===== src/rtl/mc_ctrl_if.sv =====
// Control bus between the mc_ctrl sequencer and the MIPS multicycle datapath.
// The sequencer uses the master modport; the datapath side uses slave.
interface mc_ctrl_if;
   logic [5:0] opcode;
   logic [5:0] funct;
   logic       zero;
   logic       mem_ready;
   logic [3:0] aluop;
   logic       alu_src_a;
   logic [1:0] alu_src_b;
   logic       iord;
   logic       mem_read;
   logic       mem_write;
   logic       ir_write;
   logic       reg_write;
   logic       reg_dst;
   logic       mem_to_reg;
   logic       pc_en;
   logic [1:0] pc_source;
   logic       illegal;

   modport master (
      input  opcode, funct, zero, mem_ready,
      output aluop, alu_src_a, alu_src_b, iord, mem_read, mem_write,
             ir_write, reg_write, reg_dst, mem_to_reg, pc_en, pc_source,
             illegal
   );

   modport slave (
      output opcode, funct, zero, mem_ready,
      input  aluop, alu_src_a, alu_src_b, iord, mem_read, mem_write,
             ir_write, reg_write, reg_dst, mem_to_reg, pc_en, pc_source,
             illegal
   );
endinterface


===== src/rtl/mc_ctrl.sv =====
// Multicycle MIPS control sequencer: fetch/decode/execute/memory/writeback FSM.
// Define MC_CTRL_JUMP_EN to build the JUMP state; otherwise opcode j is illegal.
module mc_ctrl (
   input logic       clk,
   input logic       rst_n,
   mc_ctrl_if.master bus
);

   localparam logic [3:0] ALU_ADD = 4'b0101;
   localparam logic [3:0] ALU_SUB = 4'b0110;
   localparam logic [3:0] ALU_AND = 4'b0001;
   localparam logic [3:0] ALU_OR  = 4'b0010;
   localparam logic [3:0] ALU_XOR = 4'b0100;
   localparam logic [3:0] ALU_SLT = 4'b0000;
   localparam logic [3:0] ALU_CLR = 4'b1001;

   localparam logic [5:0] OP_RTYPE = 6'b000000;
   localparam logic [5:0] OP_LW    = 6'b100011;
   localparam logic [5:0] OP_SW    = 6'b101011;
   localparam logic [5:0] OP_BEQ   = 6'b000100;
   localparam logic [5:0] OP_ADDI  = 6'b001000;
   localparam logic [5:0] OP_ORI   = 6'b001101;
`ifdef MC_CTRL_JUMP_EN
   localparam logic [5:0] OP_J     = 6'b000010;
`endif

   localparam logic [5:0] FN_ADD = 6'b100000;
   localparam logic [5:0] FN_SUB = 6'b100010;
   localparam logic [5:0] FN_AND = 6'b100100;
   localparam logic [5:0] FN_OR  = 6'b100101;
   localparam logic [5:0] FN_XOR = 6'b100110;
   localparam logic [5:0] FN_SLT = 6'b101010;

   typedef enum logic [3:0] {
      S_FETCH    = 4'd0,
      S_DECODE   = 4'd1,
      S_R_EXEC   = 4'd2,
      S_R_WB     = 4'd3,
      S_MEM_ADDR = 4'd4,
      S_MEM_RD   = 4'd5,
      S_MEM_WB   = 4'd6,
      S_MEM_WR   = 4'd7,
      S_BRANCH   = 4'd8,
      S_I_EXEC   = 4'd9,
      S_I_WB     = 4'd10
`ifdef MC_CTRL_JUMP_EN
      , S_JUMP   = 4'd11
`endif
   } state_t;

   state_t     state_q, state_d;
   logic [5:0] opc_q, opc_d;
   logic [5:0] fun_q, fun_d;

   logic [3:0] aluop;
   logic       alu_src_a;
   logic [1:0] alu_src_b;
   logic       iord;
   logic       mem_read;
   logic       mem_write;
   logic       ir_write;
   logic       reg_write;
   logic       reg_dst;
   logic       mem_to_reg;
   logic       pc_en;
   logic [1:0] pc_source;
   logic       illegal;

   function automatic logic funct_ok(input logic [5:0] f);
      return (f == FN_ADD) || (f == FN_SUB) || (f == FN_AND) ||
             (f == FN_OR)  || (f == FN_XOR) || (f == FN_SLT);
   endfunction

   function automatic logic [3:0] r_aluop(input logic [5:0] f);
      logic [3:0] op;
      op = ALU_CLR;
      case (f)
         FN_ADD:  op = ALU_ADD;
         FN_SUB:  op = ALU_SUB;
         FN_AND:  op = ALU_AND;
         FN_OR:   op = ALU_OR;
         FN_XOR:  op = ALU_XOR;
         FN_SLT:  op = ALU_SLT;
         default: op = ALU_CLR;
      endcase
      return op;
   endfunction

   always_ff @(posedge clk) begin
      if (!rst_n) begin
         state_q <= S_FETCH;
         opc_q   <= '0;
         fun_q   <= '0;
      end else begin
         state_q <= state_d;
         opc_q   <= opc_d;
         fun_q   <= fun_d;
      end
   end

   always_comb begin
      state_d    = state_q;
      opc_d      = opc_q;
      fun_d      = fun_q;
      aluop      = ALU_CLR;
      alu_src_a  = 1'b0;
      alu_src_b  = 2'd0;
      iord       = 1'b0;
      mem_read   = 1'b0;
      mem_write  = 1'b0;
      ir_write   = 1'b0;
      reg_write  = 1'b0;
      reg_dst    = 1'b0;
      mem_to_reg = 1'b0;
      pc_en      = 1'b0;
      pc_source  = 2'd0;
      illegal    = 1'b0;

      case (state_q)
         S_FETCH: begin
            mem_read  = 1'b1;
            alu_src_b = 2'd1;
            aluop     = ALU_ADD;
            ir_write  = bus.mem_ready;
            pc_en     = bus.mem_ready;
            if (bus.mem_ready) state_d = S_DECODE;
         end

         // The live IR is only trusted here; later states use the captured copy.
         S_DECODE: begin
            alu_src_b = 2'd2;
            aluop     = ALU_ADD;
            opc_d     = bus.opcode;
            fun_d     = bus.funct;
            state_d   = S_FETCH;
            case (bus.opcode)
               OP_RTYPE: begin
                  if (funct_ok(bus.funct)) state_d = S_R_EXEC;
                  else                     illegal = 1'b1;
               end
               OP_LW, OP_SW:    state_d = S_MEM_ADDR;
               OP_BEQ:          state_d = S_BRANCH;
               OP_ADDI, OP_ORI: state_d = S_I_EXEC;
`ifdef MC_CTRL_JUMP_EN
               OP_J:            state_d = S_JUMP;
`endif
               default:         illegal = 1'b1;
            endcase
         end

         S_R_EXEC: begin
            alu_src_a = 1'b1;
            alu_src_b = 2'd0;
            aluop     = r_aluop(fun_q);
            state_d   = S_R_WB;
         end

         S_R_WB: begin
            reg_write = 1'b1;
            reg_dst   = 1'b1;
            state_d   = S_FETCH;
         end

         S_MEM_ADDR: begin
            alu_src_a = 1'b1;
            alu_src_b = 2'd2;
            aluop     = ALU_ADD;
            state_d   = (opc_q == OP_LW) ? S_MEM_RD : S_MEM_WR;
         end

         S_MEM_RD: begin
            mem_read = 1'b1;
            iord     = 1'b1;
            if (bus.mem_ready) state_d = S_MEM_WB;
         end

         S_MEM_WB: begin
            reg_write  = 1'b1;
            mem_to_reg = 1'b1;
            state_d    = S_FETCH;
         end

         S_MEM_WR: begin
            mem_write = 1'b1;
            iord      = 1'b1;
            if (bus.mem_ready) state_d = S_FETCH;
         end

         S_BRANCH: begin
            alu_src_a = 1'b1;
            aluop     = ALU_SUB;
            pc_source = 2'd1;
            pc_en     = bus.zero;
            state_d   = S_FETCH;
         end

         S_I_EXEC: begin
            alu_src_a = 1'b1;
            if (opc_q == OP_ORI) begin
               alu_src_b = 2'd3;
               aluop     = ALU_OR;
            end else begin
               alu_src_b = 2'd2;
               aluop     = ALU_ADD;
            end
            state_d = S_I_WB;
         end

         S_I_WB: begin
            reg_write = 1'b1;
            state_d   = S_FETCH;
         end

`ifdef MC_CTRL_JUMP_EN
         S_JUMP: begin
            pc_source = 2'd2;
            pc_en     = 1'b1;
            state_d   = S_FETCH;
         end
`endif

         default: state_d = S_FETCH;
      endcase

      // Reset must silence every strobe immediately, not just after the edge.
      if (!rst_n) begin
         aluop      = ALU_ADD;
         alu_src_a  = 1'b0;
         alu_src_b  = 2'd1;
         iord       = 1'b0;
         mem_read   = 1'b0;
         mem_write  = 1'b0;
         ir_write   = 1'b0;
         reg_write  = 1'b0;
         reg_dst    = 1'b0;
         mem_to_reg = 1'b0;
         pc_en      = 1'b0;
         pc_source  = 2'd0;
         illegal    = 1'b0;
      end
   end

   assign bus.aluop      = aluop;
   assign bus.alu_src_a  = alu_src_a;
   assign bus.alu_src_b  = alu_src_b;
   assign bus.iord       = iord;
   assign bus.mem_read   = mem_read;
   assign bus.mem_write  = mem_write;
   assign bus.ir_write   = ir_write;
   assign bus.reg_write  = reg_write;
   assign bus.reg_dst    = reg_dst;
   assign bus.mem_to_reg = mem_to_reg;
   assign bus.pc_en      = pc_en;
   assign bus.pc_source  = pc_source;
   assign bus.illegal    = illegal;

endmodule


===== src/flat_wrapper.sv =====
// flat-port wrapper written by rule: the top's interface ports become plain ports
module mc_ctrl_flat 
  (clk, rst_n, bus_opcode, bus_funct, bus_zero, bus_mem_ready, bus_aluop, bus_alu_src_a, bus_alu_src_b, bus_iord, bus_mem_read, bus_mem_write, bus_ir_write, bus_reg_write, bus_reg_dst, bus_mem_to_reg, bus_pc_en, bus_pc_source, bus_illegal);
  mc_ctrl_if bus_i ();
  input logic clk;
  input logic rst_n;
  input wire logic [$bits(bus_i.opcode)-1:0] bus_opcode;
  input wire logic [$bits(bus_i.funct)-1:0] bus_funct;
  input wire logic [$bits(bus_i.zero)-1:0] bus_zero;
  input wire logic [$bits(bus_i.mem_ready)-1:0] bus_mem_ready;
  output wire logic [$bits(bus_i.aluop)-1:0] bus_aluop;
  output wire logic [$bits(bus_i.alu_src_a)-1:0] bus_alu_src_a;
  output wire logic [$bits(bus_i.alu_src_b)-1:0] bus_alu_src_b;
  output wire logic [$bits(bus_i.iord)-1:0] bus_iord;
  output wire logic [$bits(bus_i.mem_read)-1:0] bus_mem_read;
  output wire logic [$bits(bus_i.mem_write)-1:0] bus_mem_write;
  output wire logic [$bits(bus_i.ir_write)-1:0] bus_ir_write;
  output wire logic [$bits(bus_i.reg_write)-1:0] bus_reg_write;
  output wire logic [$bits(bus_i.reg_dst)-1:0] bus_reg_dst;
  output wire logic [$bits(bus_i.mem_to_reg)-1:0] bus_mem_to_reg;
  output wire logic [$bits(bus_i.pc_en)-1:0] bus_pc_en;
  output wire logic [$bits(bus_i.pc_source)-1:0] bus_pc_source;
  output wire logic [$bits(bus_i.illegal)-1:0] bus_illegal;
  assign bus_i.opcode = bus_opcode;
  assign bus_i.funct = bus_funct;
  assign bus_i.zero = bus_zero;
  assign bus_i.mem_ready = bus_mem_ready;
  assign bus_aluop = bus_i.aluop;
  assign bus_alu_src_a = bus_i.alu_src_a;
  assign bus_alu_src_b = bus_i.alu_src_b;
  assign bus_iord = bus_i.iord;
  assign bus_mem_read = bus_i.mem_read;
  assign bus_mem_write = bus_i.mem_write;
  assign bus_ir_write = bus_i.ir_write;
  assign bus_reg_write = bus_i.reg_write;
  assign bus_reg_dst = bus_i.reg_dst;
  assign bus_mem_to_reg = bus_i.mem_to_reg;
  assign bus_pc_en = bus_i.pc_en;
  assign bus_pc_source = bus_i.pc_source;
  assign bus_illegal = bus_i.illegal;
  mc_ctrl u_core (.clk(clk), .rst_n(rst_n), .bus(bus_i));
endmodule

===== config.mk =====
export PLATFORM = sky130hd
export DESIGN_NAME = mc_ctrl_flat
export DESIGN_NICKNAME = d
export VERILOG_FILES = /design/src/rtl/mc_ctrl_if.sv /design/src/rtl/mc_ctrl.sv /design/src/flat_wrapper.sv
export SDC_FILE = /design/constraint.sdc
export NUM_CORES = 1
export LEC_CHECK = 0
export BUFFER_PORTS_ARGS = -buffer_cell sky130_fd_sc_hd__buf_4
export CELL_PAD_IN_SITES_DETAIL_PLACEMENT = 1
export CELL_PAD_IN_SITES_GLOBAL_PLACEMENT = 2
export CORE_MARGIN = 3
export CORE_UTILIZATION = 30
export CTS_CLUSTER_DIAMETER = 200
export DETAILED_ROUTE_END_ITERATION = 16
export PLACE_DENSITY = 0.9
export SYNTH_ARGS = -nofsm -noshare
export SYNTH_HDL_FRONTEND = slang
export SYNTH_SLANG_ARGS = --single-unit

===== constraint.sdc =====
create_clock -name clk -period 4.29 [get_ports clk]
set_input_delay 0.2145 -clock clk [delete_from_list [all_inputs] [get_ports clk]]
set_output_delay 0.2145 -clock clk [all_outputs]
set_load 0.1 [all_outputs]

==> results of run 1 <==
[power by group through the flow]
| stage | clock, mW | combinational [mW] | sequential [mW] |
|---|---|---|---|
| after global placement | 0 | 0.101 | 0.171 |
| final | 0.133 | 0.103 | 0.169 |
| after global routing | 0.141 | 0.111 | 0.171 |
| after CTS | 0.137 | 0.103 | 0.169 |
| after floorplan | 0 | 0.0790 | 0.165 |
| after detailed placement | 0 | 0.103 | 0.172 |
[sequential cells by signal, summed over array words and instances (netlist names)]
| register | flops |
|---|---|
| u_core.state_q | 4 |
| u_core.fun_q | 6 |
| u_core.opc_q | 6 |
[cells by family after synthesis]
logic type | synth area share
xor gates and xnor gates | 0.03005
buffers and inverters | 0.07188
and+or+nand+nor | 0.3530
muxes | 0.01717
AOI/OAI and AO/OA | 0.2500
DFF | 0.2747
other | 0.003216
[critical path, cell delays in order (launching register included)]
cell and delay, ps:
dfxtp_1 780, inv_1 220, nor4_2 300, buf_4 230, o311ai_1 120, nor3b_1 200, buf_4 320
[placed cells by master (no fill, tap or decap), types with 2 or more instances in the layout]
cell / instances
nand2_1: 32
nor2_2: 2
o2111a_1: 2
nand4_1: 2
nand2b_1: 6
inv_1: 3
o21ai_0: 6
nor2_1: 6
clkbuf_8: 4
nor3_1: 8
buf_4: 33
dfxtp_1: 16
a21oi_1: 17
nor3b_1: 6
nor4_1: 2
mux2i_1: 2
xor2_1: 3
[metal layers]
metal	global-route usage	share of wire	up-vias	routed length, µm
met5	0	0	-	0
met4	0.02978	0	0	0
met3	0.01970	0.046	0	156
met2	0.2708	0.50	31	1710
met1	0.2116	0.45	591	1558
li1	-	-	623	-
[final cells by class]
class	count	area, µm²
inverter	4	15.01
multi-input combinational	125	762.0
timing repair buffer	33	247.7
fill	474	2256
sequential	16	320.3
tap	48	60.06
clock buffer	4	55.05
[stage by stage]
stage               utilization  hold slack (ps)  area, µm²
floorplan                     -            350.5       1166
global placement         0.3781            446.6       1405
detailed placement       0.3781            455.0       1405
CTS                      0.3929            224.4       1460
global route             0.3929            239.4       1460
finish                   0.3929            231.9       1460
[path summary, 6_finish.rpt]
| kind | endpoint | slack, ps | cells past startpoint |
|---|---|---|---|
| worst max-delay path | bus_illegal | 1650 | 6 |
| worst min-delay path | u_core.fun_q[4]$_SDFFE_PN0P_ | 230 | 3 |
| worst max register to register | u_core.opc_q[4]$_SDFFE_PN0P_ | 2140 | 4 |
| worst min register to register | u_core.fun_q[5]$_SDFFE_PN0P_ | 460 | 2 |
==> results_dict.tcl, run 1 <==
set metrics [dict create \
    drtIter0Drc 64 \
    synth_seq_cells 16 \
    worstSetupPathType "reg -> out" \
    die_height_um 68.35 \
    grt_usage 0.1579 \
    critPathLaunchType "register" \
    drc_errors 0 \
    final_cells 230 \
    tns_ps 0 \
    place_ws_ps 1922 \
    ys_async_sr_fraction 0 \
    htree_levels 1 \
    drive_gt1_frac 0.2418 \
    max_freq_ghz 0.3781 \
    clk_path_buf_depth 2 \
    first_pass_iters 4 \
    ys.warnings.count 0 \
    ios 34 \
    worstHoldStart "bus_funct[4]" \
    dieWidth_um 68.35 \
    place_inst 226 \
    tightestPinTransition_ps 732.5 \
    wl_mm 3.426 \
    cp.required_ps 4080 \
    first_global_vias 1239 \
    hold_class "in -> reg" \
    postCtsSetupBuffers 0 \
    wire_per_inst_um 14.90 \
    nets 199 \
    period_minus_slack_ps 2645 \
    start_util 0.3138 \
    clock_skew_ps 5.095 \
    vdd_drop_max_uv 127.1 \
    switchingPower_mw 0.1350 \
    path_clk_slew_ps 70 \
    cts_root_buffer "clkbuf_8" \
    internal_power_mw 0.2694 \
    grt_max_degree 22 \
    grt_setup_unrepaired "no" \
    synth_flop_cell "dfxtp_1" \
    setup_viol 0 \
    p_sw_frac 0.3338 \
    relSlewSlack 0.5110 \
    combPwrFrac 0.254 \
    insertedDiodeCount 0 \
    cap_violations 0 \
    hpwl_mm 2.642 \
    critPathMaxFanout 21 \
    cp-end-kind "output pin" \
    timing.critical_path.from "u_core.state_q[0]$_SDFFE_PN0P_" \
    core_area_um2 3716 \
    grt_remaining_overflow 0 \
    via_per_inst 5.413 \
    drv_slew 0 \
    cts_made_buffers 3 \
    yosys-top-cells-count "nand2_1 (32), a21oi_1 (17), dfxtp_1 (16)" \
    synth_edf_count 0 \
    synthTopCellsByArea "dfxtp_1 (27%), nand2_1 (10%), a21oi_1 (7.3%)" \
    power.total_mw 0.4044 \
    power.density_nw_per_um2 277.0 \
    num_vias 1245 \
    row_count 22 \
    status "complete, no violations" \
    ctsResizeCount 0 \
    antenna_found_initial 0 \
    hold_viol 0 \
    p_leak_nw 0.5324 \
    clock_latency_ps 250 \
    fin_crit_sh 0.6165 \
    yosysTopAreaCell "dfxtp_1" \
    netlist_area_um2 1166 \
    synth_top_area_share 0.2747 \
    synth_most_common_cell "nand2_1" \
    grt_first_pass_wirelength_mm 5.775 \
    port-buffer-count 32 \
    dieArea_um2 4671 \
    routabilityCongestion 0.8000 \
    fin_ws_ps 1645 \
    cts_tree "yes" \
    syn2layout_area_growth_pct 25.21 \
    clock_power_share 0.329 \
    hold_buffers 0 \
    ant_nets 0 \
    syn_area_per_cell_um2 7.380 \
    reg2reg_from "u_core.state_q[0]$_SDFFE_PN0P_" \
    synth_seq_area_share 0.2747 \
    syn_inst 158 \
    seq_power_share 0.417 \
    yosysUniqueCellTypes 52 \
    arrival_ps 2430 \
    synth_nets 174 \
    cts_sinks 16 \
]
Note: power is estimated with default switching activity, not from simulation.
==> run 2: changes to the inputs <==
--- a/config.mk
+++ b/config.mk
@@ -5,14 +5,15 @@
 export SDC_FILE = /design/constraint.sdc
 export NUM_CORES = 1
 export LEC_CHECK = 0
+export ABC_AREA = 1
 export BUFFER_PORTS_ARGS = -buffer_cell sky130_fd_sc_hd__buf_4
 export CELL_PAD_IN_SITES_DETAIL_PLACEMENT = 1
 export CELL_PAD_IN_SITES_GLOBAL_PLACEMENT = 2
 export CORE_MARGIN = 3
-export CORE_UTILIZATION = 30
+export CORE_UTILIZATION = 25
 export CTS_CLUSTER_DIAMETER = 200
 export DETAILED_ROUTE_END_ITERATION = 16
-export PLACE_DENSITY = 0.9
+export PLACE_DENSITY = 0.85
 export SYNTH_ARGS = -nofsm -noshare
 export SYNTH_HDL_FRONTEND = slang
 export SYNTH_SLANG_ARGS = --single-unit
==> constraint.sdc (replaced) <==
create_clock -name clk -period 2.8 [get_ports clk]
set_input_delay 0.14 -clock clk [delete_from_list [all_inputs] [get_ports clk]]
set_output_delay 0.14 -clock clk [all_outputs]
set_load 0.1 [all_outputs]
==> run 2 against run 1 <==
- hold slack got worse by 80 ps
- register-to-register slack got worse by 870 ps
- sequential power increased by 54%
- sequential share of layout area increased by 0.36 points
- die area increased by 13%
- sequential cell count unchanged
- final cell count increased by 18%
- design area decreased by 1.6%
- area after synthesis decreased by 4.5%
- setup slack got worse by 920 ps
- wire length unchanged
- utilization decreased by 4.6 points
==> results_dict.tcl, run 2 <==
set metrics [dict create \
    status "complete, no violations" \
    cts_made_buffers 3 \
    vdd_drop_max_uv 185.7 \
    syn_area_per_cell_um2 5.800 \
    drc_errors 0 \
    hpwl_mm 2.809 \
    cp.required_ps 2660 \
    ios 34 \
    wl_mm 3.426 \
    ctsResizeCount 0 \
    ant_nets 0 \
    r2r-end "u_core.state_q[1]$_SDFFE_PN0P_" \
    arrival_ps 1940 \
    synth_top_area_share 0.2876 \
    combPwrFrac 0.332 \
    first_global_vias 1290 \
    path_clk_slew_ps 60 \
    min_path_cells 3 \
    drive_gt1_frac 0.2081 \
    p_leak_nw 0.7011 \
    power.total_mw 0.6407 \
    cts_sinks 16 \
    r2r_cells 8 \
    syn_inst 192 \
    synth_most_common_cell "nand2_1" \
    fin_crit_sh 0.7427 \
    drtIter0Drc 30 \
    clock_skew_ps 1.216 \
    fill_cells 570 \
    min_to "u_core.fun_q[4]$_SDFFE_PN0P_" \
    final_common_cell "nand2_1" \
    switchingPower_mw 0.2419 \
    yosys-top-cells-count "nand2_1 (36), nor2_1 (34), inv_1 (26)" \
    synth_nets 208 \
    place_inst 268 \
    start_util 0.2687 \
    via_per_inst 4.834 \
    fin_ws_ps 720.5 \
    max_freq_ghz 0.4809 \
    cap_violations 0 \
    yosysUniqueCellTypes 25 \
    final_cells 271 \
    grt_usage 0.1409 \
    grt_remaining_overflow 0 \
    critPathLaunchType "register" \
    port-buffer-count 32 \
    final_cell_mix "nand2_1 (36), nor2_1 (33), buf_4 (32)" \
    final_util 0.3466 \
    post_dp_cell_area_um2 1395 \
    place_ws_ps 971.9 \
    dieArea_um2 5291 \
    dieWidth_um 72.74 \
    reg2reg_from "u_core.state_q[0]$_SDFFE_PN0P_" \
    power.density_nw_per_um2 446.0 \
    cts_tree "yes" \
    holdWs_ps 152.4 \
    insertedDiodeCount 0 \
    cts_root_buffer "clkbuf_8" \
    final_area_um2 1436 \
    synth_flop_cell "dfxtp_1" \
    syn2layout_area_growth_pct 28.99 \
    p_sw_frac 0.3775 \
    num_vias 1310 \
    hold_viol 0 \
    yosysTopAreaCell "dfxtp_1" \
    clk_path_buf_depth 2 \
    critPathMaxFanout 17 \
    hold_class "in -> reg" \
    ys.warnings.count 0 \
    worstSetupPathType "reg -> out" \
    wire_per_inst_um 12.64 \
    antenna_found_initial 0 \
    clock_latency_ps 240 \
    internal_power_mw 0.3988 \
    netlist_area_um2 1114 \
    synth_edf_count 0 \
    core_area_um2 4144 \
    top_regs "u_core.fun_q (6), u_core.opc_q (6), u_core.state_q (4)" \
    grt_setup_unrepaired "no" \
    seq_power_share 0.408 \
    worstHoldStart "bus_funct[4]" \
    synth_seq_cells 16 \
    routabilityCongestion 0.8182 \
    clock_power_share 0.261 \
    r2r_setup_slack_ps 1270 \
    synthTopCellsByArea "dfxtp_1 (29%), nand2_1 (12%), nor2_1 (11%)" \
    first_pass_iters 4 \
    htree_levels 1 \
    cp-end-kind "output pin" \
    nets 239 \
    grt_first_pass_wirelength_mm 5.947 \
    synth_seq_area_share 0.2876 \
    drv_slew 0 \
    grt_max_degree 19 \
    postCtsSetupBuffers 0 \
    row_count 23 \
    tns_ps 0 \
    period_minus_slack_ps 2079 \
    setup_viol 0 \
    ys_async_sr_fraction 0 \
    hold_buffers 0 \
    die_height_um 72.74 \
]
run 2: changes by cell type after synthesis, moves of 4 or more:
cell	previous run	this run
o21ai_1	1	10
inv_1	3	26
buf_1	4	0
nand2b_1	6	0
nor3_1	8	1
a21oi_1	17	21
nor3b_1	6	1
nand3_1	1	13
nand2_1	32	36
nand4_1	2	7
nor2_1	6	34
run 2: worst max-delay path by stage:
stage	from	end	slack, ps
6_report	u_core.state_q[0]$_SDFFE_PN0P_	bus_illegal	720
5_1_grt	u_core.state_q[0]$_SDFFE_PN0P_	bus_illegal	550
4_1_cts	u_core.state_q[3]$_SDFFE_PN0P_	bus_illegal	700
3_5_place_dp	u_core.state_q[3]$_SDFFE_PN0P_	bus_illegal	970
3_3_place_gp	u_core.state_q[0]$_SDFFE_PN0P_	bus_illegal	1030
2_1_floorplan	u_core.state_q[3]$_SDFFE_PN0P_	bus_mem_write	-10
run 2: worst max-delay path: stages (launching register included):
cell and delay, ps:
dfxtp_1 480, inv_2 80, nor2_4 180, nand2_4 160, clkinv_2 200, nand3_1 110
nor3b_2 160, buf_4 310
run 2: metal layers:
metal / wire, µm / up-vias / track usage
li1: - / 680 / -
met1: 1698 / 609 / 0.1906
met2: 1563 / 17 / 0.2295
met3: 131 / 4 / 0.02617
met4: 33 / 0 / 0.03689
met5: 0 / - / 0
run 2: area by class of cell:
| type | count | area, µm² | share of cell area |
|---|---|---|---|
| multi-input cells | 140 | 658.1 | 0.4582 |
| well taps | 50 | 62.56 | 0.04355 |
| clock buffers | 3 | 41.29 | 0.02875 |
| inverters | 30 | 113.9 | 0.07927 |
| repair buffers | 32 | 240.2 | 0.1672 |
| flip-flops and latches | 16 | 320.3 | 0.2230 |
run 2: cells by family after synthesis:
kind of cell / synth area share
DFF: 0.2876
buffers and inverters: 0.1337
AOI/OAI and AO/OA: 0.1865
and+or+nand+nor: 0.3888
other: 0.003368
run 2: power by group through the flow:
stage               logic (mW)  clock network [mW]  registers, mW
floorplan                0.163                   0          0.263
global placement         0.212                   0          0.266
detailed placement       0.215                   0          0.266
CTS                      0.215               0.173          0.261
global route             0.236               0.185          0.265
finish                   0.212               0.167          0.261
==> run 3: changes to the inputs <==
--- a/config.mk
+++ b/config.mk
@@ -5,12 +5,12 @@
 export SDC_FILE = /design/constraint.sdc
 export NUM_CORES = 1
 export LEC_CHECK = 0
-export ABC_AREA = 1
+export ABC_AREA = 0
 export BUFFER_PORTS_ARGS = -buffer_cell sky130_fd_sc_hd__buf_4
 export CELL_PAD_IN_SITES_DETAIL_PLACEMENT = 1
 export CELL_PAD_IN_SITES_GLOBAL_PLACEMENT = 2
 export CORE_MARGIN = 3
-export CORE_UTILIZATION = 25
+export CORE_UTILIZATION = 28
 export CTS_CLUSTER_DIAMETER = 200
 export DETAILED_ROUTE_END_ITERATION = 16
 export PLACE_DENSITY = 0.85
==> constraint.sdc (replaced) <==
create_clock -name clk -period 2.1 [get_ports clk]
set_input_delay 0.105 -clock clk [delete_from_list [all_inputs] [get_ports clk]]
set_output_delay 0.105 -clock clk [all_outputs]
set_load 0.1 [all_outputs]
==> run 3 against run 2 <==
- utilization grew 7.9 points
- highest routed layer unchanged
- combinational power grew 13%
- clock skew rose by 6.0 ps
- hold slack got worse by 42 ps
- sequential cell count unchanged
- design area up 14%
==> results_dict.tcl, run 3 (synthesis results as in run 1) <==
set metrics [dict create \
    grt_usage 0.1571 \
    fill_cells 489 \
    cts_sinks 16 \
    grtUsageMet3 0.02415 \
    cts_made_buffers 3 \
    status "complete, no violations" \
    num_vias 1290 \
    met2_usage 0.2692 \
    final_common_cell "buf_4" \
    htree_levels 1 \
    nets 207 \
    antenna_found_initial 0 \
    worstSetupPathType "reg -> out" \
    wl_mm 3.758 \
    tns_ps 0 \
    critPathMaxFanout 9 \
    max_freq_ghz 0.4941 \
    final_area_um2 1630 \
    p_leak_nw 0.5930 \
    arrival_ps 1920 \
    drc_errors 0 \
    post_dp_cell_area_um2 1549 \
    ant_nets 0 \
    period_minus_slack_ps 2024 \
    holdWs_ps 110.5 \
    place_ws_ps 223.1 \
    top_regs "u_core.fun_q (6), u_core.opc_q (6), u_core.state_q (4)" \
    drtIter0Drc 45 \
    place_inst 234 \
    die_height_um 70.54 \
    cp-end-kind "output pin" \
    cts_root_buffer "clkbuf_8" \
    wire_per_inst_um 15.79 \
    grt_first_pass_wirelength_mm 6.354 \
    first_global_vias 1342 \
    clk_path_buf_depth 2 \
    routabilityCongestion 0.8643 \
    syn2layout_area_growth_pct 39.81 \
    setup_viol 0 \
    final_cell_mix "buf_4 (37), nand2_1 (32), a21oi_1 (17)" \
    vdd_drop_max_uv 309.1 \
    grt_remaining_overflow 0 \
    use_met1 0.1983 \
    power.density_nw_per_um2 527.8 \
    grt_setup_unrepaired "no" \
    first_pass_iters 4 \
    start_util 0.3048 \
    drive_gt1_frac 0.3421 \
    power.total_mw 0.8605 \
    final_cells 238 \
    hold_viol 0 \
    final_util 0.4261 \
    fin_crit_sh 0.9637 \
    row_count 22 \
    cap_violations 0 \
    hpwl_mm 2.954 \
    critPathLaunchType "register" \
    dieArea_um2 4975 \
    dieWidth_um 70.54 \
    port-buffer-count 32 \
    clock_skew_ps 7.177 \
    hold_class "in -> reg" \
    path_clk_slew_ps 70 \
    postCtsSetupBuffers 0 \
    cp.required_ps 2000 \
    grt_max_degree 19 \
    core_area_um2 3826 \
    insertedDiodeCount 0 \
    via_per_inst 5.420 \
    drv_slew 0 \
    busiest_layer "met2" \
    clock_latency_ps 260 \
    ios 34 \
    cts_tree "yes" \
    fin_ws_ps 76.27 \
]
run 3: cell types whose count changed in the layout (fill, tap and decap cells not counted), sizes merged, moves of 3 or more:
cell and delta:
nor3 +7, nor4 +3, o21ai -11, nand4 -5, nand3 -12, nor3b +5, nand2b +6, xor2 +3
a21oi -4, buf +9, nor2 -29, inv -25, nand2 -5
run 3: path summary, 6_finish.rpt:
check | start | end | slack, ps | cells after the start
setup / recovery | u_core.state_q[0]$_SDFFE_PN0P_ | bus_aluop[2] | 80 | 4
hold / removal | bus_opcode[5] | u_core.opc_q[5]$_SDFFE_PN0P_ | 110 | 3
setup reg to reg | u_core.state_q[0]$_SDFFE_PN0P_ | u_core.opc_q[4]$_SDFFE_PN0P_ | 390 | 4
hold reg to reg | u_core.fun_q[4]$_SDFFE_PN0P_ | u_core.fun_q[4]$_SDFFE_PN0P_ | 450 | 2
run 3: layout make-up:
class,instances,area [µm²],share of cell area
clock buffers,4,55.05,0.03377
flip-flops and latches,16,326.6,0.2003
repair buffers,41,322.8,0.1980
well taps,48,60.06,0.03684
inverters,4,15.01,0.009210
multi-input cells,125,850.8,0.5219
run 3: metal layers:
metal	up-vias	wire length (µm)
met4	0	48
li1	636	-
met1	622	1722
met2	27	1826
met5	-	0
met3	5	161
run 3: what timing repair did:
action | 4_1_cts | 5_1_grt
cloned | 0 | 0
hold buffers | 0 | 0
gates resized for setup | 5 | 4
setup endpoints to repair | 5 | 6
hold endpoints to repair | 0 | 0
run 3: power breakdown:
group          leakage (nW)  internal (mW)  switching [mW]  total [mW]
logic                 0.432         0.0759           0.164       0.240
clock network        0.0288          0.167           0.116       0.282
registers             0.132          0.319          0.0192       0.338
total                 0.593          0.562           0.299       0.861
run 3: critical path: stages, from the launching register on:
cell	delay (ps)
dfxtp_2	380
or4b_4	590
nor4_4	250
a211o_1	160
buf_4	280
